--- src/rtl/neuron_array_scheduler.sv ---
// Time-multiplexed integrate-and-fire scheduler: per-neuron state/accumulators, sweep FSM, spike FIFO.
// Optional membrane leak enabled by defining NEURON_SCHED_LEAK_EN.
module neuron_array_scheduler #(
  parameter int N_NEURONS  = 4,
  parameter int IDX_W      = 2,
  parameter int DATA_W     = 8,
  parameter int THRESH_RST = 200,
  parameter int FIFO_DEPTH = 4,
  parameter int LEAK_SHIFT = 3
) (
  input  logic              clk,
  input  logic              rst_n,
  input  logic              tick,
  input  logic              cur_valid,
  output logic              cur_ready,
  input  logic [IDX_W-1:0]  cur_idx,
  input  logic [DATA_W-1:0] cur_data,
  input  logic              cfg_we,
  input  logic [DATA_W-1:0] cfg_thresh,
  output logic              busy,
  output logic              done,
  output logic              spk_valid,
  input  logic              spk_ready,
  output logic [IDX_W-1:0]  spk_idx,
  output logic              overflow,
  output logic              err
);

  localparam int FIFO_AW = $clog2(FIFO_DEPTH);
  localparam int CNT_W   = FIFO_AW + 1;
  localparam logic [IDX_W-1:0] LAST_IDX = IDX_W'(N_NEURONS - 1);
`ifdef NEURON_SCHED_LEAK_EN
  localparam logic [DATA_W-1:0] LEAK_MASK = {DATA_W{1'b1}};
`else
  localparam logic [DATA_W-1:0] LEAK_MASK = {DATA_W{1'b0}};
`endif

  typedef enum logic [1:0] {
    S_IDLE   = 2'd0,
    S_UPDATE = 2'd1,
    S_DONE   = 2'd2
  } fsm_t;

  fsm_t              fsm_r;
  logic [IDX_W-1:0]  ptr_r;
  logic [DATA_W-1:0] thresh_r;
  logic              busy_r, done_r, cur_ready_r, err_r, overflow_r;
  logic [DATA_W-1:0] v_r   [N_NEURONS];
  logic [DATA_W-1:0] acc_r [N_NEURONS];

  logic [IDX_W-1:0]   fifo_mem_r [FIFO_DEPTH];
  logic [FIFO_AW-1:0] wr_ptr_r, rd_ptr_r;
  logic [CNT_W-1:0]   cnt_r;
  logic               spk_valid_r;
  logic [IDX_W-1:0]   spk_idx_r;

  logic [DATA_W-1:0]  u_s, i_s, leak_u_s, integ_s;
  logic               fire_s, pop_s, full_s, push_s, drop_s;
  logic [FIFO_AW-1:0] rd_nxt_s, wr_nxt_s;
  logic [CNT_W-1:0]   cnt_nxt_s;
  logic [IDX_W-1:0]   head_nxt_s;

  function automatic logic [DATA_W-1:0] sat_add(input logic [DATA_W-1:0] a,
                                                input logic [DATA_W-1:0] b);
    logic [DATA_W:0] sum;
    sum = {1'b0, a} + {1'b0, b};
    if (sum[DATA_W]) begin
      return {DATA_W{1'b1}};
    end else begin
      return sum[DATA_W-1:0];
    end
  endfunction

  // Datapath for the neuron addressed by the sweep pointer; leak term is masked off when disabled.
  always_comb begin
    u_s      = v_r[ptr_r];
    i_s      = acc_r[ptr_r];
    leak_u_s = u_s - ((u_s >> LEAK_SHIFT) & LEAK_MASK);
    integ_s  = sat_add(leak_u_s, i_s);
    fire_s   = (fsm_r == S_UPDATE) && (u_s >= thresh_r);
  end

  // FIFO next-state; a pop frees the slot so a push on a full FIFO still lands.
  always_comb begin
    pop_s     = spk_valid_r && spk_ready;
    full_s    = (cnt_r == CNT_W'(FIFO_DEPTH));
    push_s    = fire_s && (!full_s || pop_s);
    drop_s    = fire_s && full_s && !pop_s;
    rd_nxt_s  = pop_s  ? (rd_ptr_r + FIFO_AW'(1'b1)) : rd_ptr_r;
    wr_nxt_s  = push_s ? (wr_ptr_r + FIFO_AW'(1'b1)) : wr_ptr_r;
    cnt_nxt_s = cnt_r + CNT_W'(push_s) - CNT_W'(pop_s);
    if (cnt_nxt_s == {CNT_W{1'b0}}) begin
      head_nxt_s = {IDX_W{1'b0}};
    end else if (push_s && (rd_nxt_s == wr_ptr_r)) begin
      head_nxt_s = ptr_r;
    end else begin
      head_nxt_s = fifo_mem_r[rd_nxt_s];
    end
  end

  // Sweep FSM with registered status outputs and threshold register.
  always_ff @(posedge clk or negedge rst_n) begin
    if (!rst_n) begin
      fsm_r       <= S_IDLE;
      ptr_r       <= {IDX_W{1'b0}};
      busy_r      <= 1'b0;
      done_r      <= 1'b0;
      cur_ready_r <= 1'b1;
      err_r       <= 1'b0;
      thresh_r    <= DATA_W'(THRESH_RST);
    end else begin
      case (fsm_r)
        S_IDLE: begin
          done_r <= 1'b0;
          if (cfg_we) begin
            thresh_r <= cfg_thresh;
          end
          if (tick) begin
            fsm_r       <= S_UPDATE;
            ptr_r       <= {IDX_W{1'b0}};
            busy_r      <= 1'b1;
            cur_ready_r <= 1'b0;
          end
        end
        S_UPDATE: begin
          ptr_r <= ptr_r + IDX_W'(1'b1);
          if (tick || cfg_we) begin
            err_r <= 1'b1;
          end
          if (ptr_r == LAST_IDX) begin
            fsm_r  <= S_DONE;
            done_r <= 1'b1;
          end
        end
        S_DONE: begin
          fsm_r       <= S_IDLE;
          done_r      <= 1'b0;
          busy_r      <= 1'b0;
          cur_ready_r <= 1'b1;
          if (tick || cfg_we) begin
            err_r <= 1'b1;
          end
        end
        default: begin
          fsm_r       <= S_IDLE;
          done_r      <= 1'b0;
          busy_r      <= 1'b0;
          cur_ready_r <= 1'b1;
        end
      endcase
    end
  end

  // Membrane and accumulator arrays: sweep updates, injections only land while idle.
  always_ff @(posedge clk or negedge rst_n) begin
    if (!rst_n) begin
      for (int k = 0; k < N_NEURONS; k++) begin
        v_r[k]   <= {DATA_W{1'b0}};
        acc_r[k] <= {DATA_W{1'b0}};
      end
    end else if (fsm_r == S_UPDATE) begin
      v_r[ptr_r]   <= fire_s ? {DATA_W{1'b0}} : integ_s;
      acc_r[ptr_r] <= {DATA_W{1'b0}};
    end else if (cur_valid && cur_ready_r) begin
      acc_r[cur_idx] <= sat_add(acc_r[cur_idx], cur_data);
    end
  end

  // Spike FIFO storage, pointers and registered head/valid/overflow.
  always_ff @(posedge clk or negedge rst_n) begin
    if (!rst_n) begin
      for (int k = 0; k < FIFO_DEPTH; k++) begin
        fifo_mem_r[k] <= {IDX_W{1'b0}};
      end
      wr_ptr_r    <= {FIFO_AW{1'b0}};
      rd_ptr_r    <= {FIFO_AW{1'b0}};
      cnt_r       <= {CNT_W{1'b0}};
      spk_valid_r <= 1'b0;
      spk_idx_r   <= {IDX_W{1'b0}};
      overflow_r  <= 1'b0;
    end else begin
      if (push_s) begin
        fifo_mem_r[wr_ptr_r] <= ptr_r;
      end
      wr_ptr_r    <= wr_nxt_s;
      rd_ptr_r    <= rd_nxt_s;
      cnt_r       <= cnt_nxt_s;
      spk_valid_r <= (cnt_nxt_s != {CNT_W{1'b0}});
      spk_idx_r   <= head_nxt_s;
      overflow_r  <= overflow_r | drop_s;
    end
  end

  assign cur_ready = cur_ready_r;
  assign busy      = busy_r;
  assign done      = done_r;
  assign spk_valid = spk_valid_r;
  assign spk_idx   = spk_idx_r;
  assign overflow  = overflow_r;
  assign err       = err_r;

endmodule

--- config.mk ---
export PLATFORM = sky130hd
export DESIGN_NAME = neuron_array_scheduler
export DESIGN_NICKNAME = d
export VERILOG_FILES = /design/src/rtl/neuron_array_scheduler.sv
export SDC_FILE = /design/constraint.sdc
export NUM_CORES = 1
export LEC_CHECK = 0
export ABC_AREA = 0
export ABC_CLOCK_PERIOD_IN_PS = 5240
export BUFFER_PORTS_ARGS = -buffer_cell sky130_fd_sc_hd__buf_2
export CAP_MARGIN = 20
export CORE_UTILIZATION = 40
export DETAILED_ROUTE_END_ITERATION = 8
export REMOVE_ABC_BUFFERS = 1
export SYNTH_ARGS = -nofsm -noshare
export SYNTH_HDL_FRONTEND = slang
export SYNTH_SLANG_ARGS = --single-unit
--- constraint.sdc ---
create_clock -name clk -period 5.24 [get_ports clk]
set_input_delay 0.262 -clock clk [delete_from_list [all_inputs] [get_ports clk]]
set_output_delay 0.262 -clock clk [all_outputs]
set_load 0.1 [all_outputs]
==> out/results.txt <==
Post-DP HPWL: 9.344 mm
Power per standard cell area: 694.3 mW/mm²
Maximum vdd ir drop: 0.0003353 V
Full die area: 0.01483 mm²
Chip width: 121.8 µm
Initial antenna violation count: 0
YS warnings: 0
FF-to-FF End: spk_idx[1]$_DFF_PN0_
Ports: 32
Critical path fanouts, max: 15
Setup TNS: 0 ps
Detail Route Antenna Nets: 0
Kind of critical path: reg -> reg
Total core area: 0.01393 mm²
Outcome: finished, final reports clean
Clock skew: 11.07 ps
Fillcell total: 1269
WP buf/inv: 2
RSZ-0062 raised after global routing: false
Register bit total from synthesis: 99
Largest net degree at the start of global routing: 86
Clock root cell: clkbuf_16
HP Start: cfg_thresh[3]
Total power: 4460 µW
# DRC: 0
First-pass GRT wire length: 21.58 mm
Initial core utilization: 41.19%
R2R depth: 16
Synthesized instance count: 482
Critical path's largest stage delay: 800 ps
FFs w/ async S/R, synth: 100.0%
# setup viols final: 0
Max Cap Viol: 0
Post-CTS Setup Bufs: 0
Clock latency at the later pin of the worst-skew pair: 360 ps
Area grow syn2layout: 11.92%
Detailed-route wire length per cell: 18.50 µm
Die span in y: 121.8 µm
Worst path slowest cell: dfrtp_1
DR vias: 3960
Vias in the first global route: 4115
Max clock buf depth: 2
Cell mode on critical path: ha_1
Fin worst setup slack: 722.5 ps
CP cell instances: mux4_2 -> ha_1 -> and3_1 -> a221o_1 -> o2bb2ai_2 -> nand2_1 -> ha_1 -> inv_1 -> ha_1 -> inv_1 -> fa_1 -> xnor2_1 -> xnor2_1 -> nor3_1 -> a311o_1 -> o31ai_1
Worst R2R Start: ptr_r[0]$_DFFE_PN0P_
Clock sink total: 99
Critical path depth in cells: 16
End of the worst hold path: thresh_r[3]$_DFFE_PN1P_
GPL Wtd Cong: 0.8151
Placed insts: 680
Max Freq: 221.4 MHz
Final Hold Fails: 0
Cell family with most CP delay: adder cells
Final max-slew violation count: 0
ANT cells: 0
Syn_area_per_cell: 11.91 µm²
Reg2reg setup slack: 720 ps
Number of port buffers: 31
CTS buffer count: 9
Worst slew pin tran: 917.3 ps
DR pass1 iterations: 5
Worst slack at placement: 660.2 ps
Post-Syn Area: 0.005739 mm²
Netlist cell types: 55
Fin crit share: 86.21%
Total global-route track usage: 19.33%
CP Launch Type: register
Fraction of layout cells with a size suffix above 1: 29.73%
Std cell rows: 43
DRT iter0 DRCs: 226
Drt total wl: 12.91 mm
Most frequent cells in the layout: dfrtp_1 (95), mux2_2 (53), nand3_1 (39)
Top FF cell, synth: dfrtp_1
Minimum clock period: 4518 ps
Final #Nets: 576
Hold Crit Class: in -> reg
Clk slew on worst S/H paths: 70 ps
Worst hold path depth: 2
Slew margin rel.: 38.70%
Crit end category: register
H-tree depth: 3
Congestion Overflow GR: 0
Worst path required time: 5450 ps
Drt via density: 5.673
Static leakage: 0.002897 µW
Non-Filler Instances: 698
EDFF count, synth: 0
CP arrival: 4730 ps
Post-CTS Resized: 0
TritonCTS clock tree: yes
Hold_buf cts: 1
Register area share after synthesis: 43.25%
Commonest non-fill, non-tap cell in the layout: dfrtp_1
-- layout make-up --
| class | count | area (µm²) | share of cell area [%] |
|---|---|---|---|
| clock buffers | 10 | 229.0 | 3.564 |
| clock inverters | 6 | 72.57 | 1.130 |
| inverters | 31 | 116.4 | 1.811 |
| multi-input cells | 331 | 3043 | 47.37 |
| flip-flops and latches | 99 | 2482 | 38.64 |
| well taps | 180 | 225.2 | 3.506 |
| repair buffers | 41 | 255.2 | 3.974 |
-- cells in the mapped netlist, drive strengths merged (4+ instances only) --
| master | count | share of area [%] |
|---|---|---|
| mux2 | 53 | 10 |
| mux4 | 28 | 11 |
| buf | 9 | 0.92 |
| a21oi | 22 | 2.3 |
| inv | 31 | 2.0 |
| and2 | 4 | 0.44 |
| nor2 | 12 | 0.78 |
| xnor2 | 9 | 1.4 |
| clkbuf | 12 | 0.78 |
| ha | 36 | 7.8 |
| a211oi | 6 | 1.0 |
| nor3 | 8 | 0.70 |
| nand2b | 6 | 0.65 |
| nand3 | 39 | 3.4 |
| dfrtp | 95 | 41 |
| nand2 | 17 | 1.1 |
| o21ai | 38 | 3.4 |
| dfstp | 4 | 1.8 |
-- worst reg2reg max path: stages (launching register included) --
cell	delay, ps
dfrtp_1	800
mux4_2	630
ha_1	310
and3_1	210
a221o_1	310
o2bb2ai_2	140
nand2_1	140
ha_1	250
inv_1	50
ha_1	130
inv_1	50
fa_1	400
xnor2_1	150
xnor2_1	140
nor3_1	420
a311o_1	190
o31ai_1	80
-- routing by layer --
| layer | share of wire [%] | up-vias | wire length [µm] | GRT usage [%] |
|---|---|---|---|---|
| met5 | 0 | - | 0 | 0 |
| met3 | 3.5 | 21 | 451 | 4.307 |
| met2 | 50 | 84 | 6513 | 32.13 |
| met1 | 44 | 1997 | 5669 | 24.69 |
| met4 | 2.2 | 0 | 278 | 6.867 |
| li1 | - | 1858 | - | - |
-- sequential cells by signal (all words and copies together), names as in the netlist, 2 cells and up --
name        flops
acc_r          32
rd_ptr_r        2
wr_ptr_r        2
ptr_r           2
fifo_mem_r      8
cnt_r           3
spk_idx         2
thresh_r        8
fsm_r           2
v_r            32
-- cells by family after synthesis --
kind of cell,share of synthesized area (%)
adders and majority gates,8.895
xor gates and xnor gates,1.679
and+or+nand+nor,9.222
buffers and inverters,3.728
AOI/OAI and AO/OA,11.49
DFF,43.25
muxes,21.74
-- metrics by stage --
step	area [µm²]	hold WS [ps]	util, %
2_1_floorplan	5642	-33.59	-
3_3_place_gp	6085	124.4	43.67
3_5_place_dp	6085	133.5	43.67
4_1_cts	6396	132.2	45.90
5_1_grt	6424	136.1	46.10
6_report	6424	138.7	46.10
-- worst max-delay path by stage --
stage                         start              endpoint  slack, ps
6_report       ptr_r[0]$_DFFE_PN0P_  spk_idx[1]$_DFF_PN0_        720
2_1_floorplan  ptr_r[0]$_DFFE_PN0P_  spk_idx[0]$_DFF_PN0_        460
5_1_grt        ptr_r[0]$_DFFE_PN0P_  spk_idx[1]$_DFF_PN0_        300
4_1_cts        ptr_r[0]$_DFFE_PN0P_  spk_idx[1]$_DFF_PN0_        640
3_3_place_gp   ptr_r[0]$_DFFE_PN0P_  spk_idx[0]$_DFF_PN0_        860
3_5_place_dp   ptr_r[0]$_DFFE_PN0P_  spk_idx[1]$_DFF_PN0_        660
-- where the power goes --
group | switching [µW] | internal, µW | total, µW
clock network | 302 | 375 | 677
logic | 1320 | 1100 | 2420
registers | 260 | 1100 | 1360
Note: power is estimated with default switching activity, not from simulation.
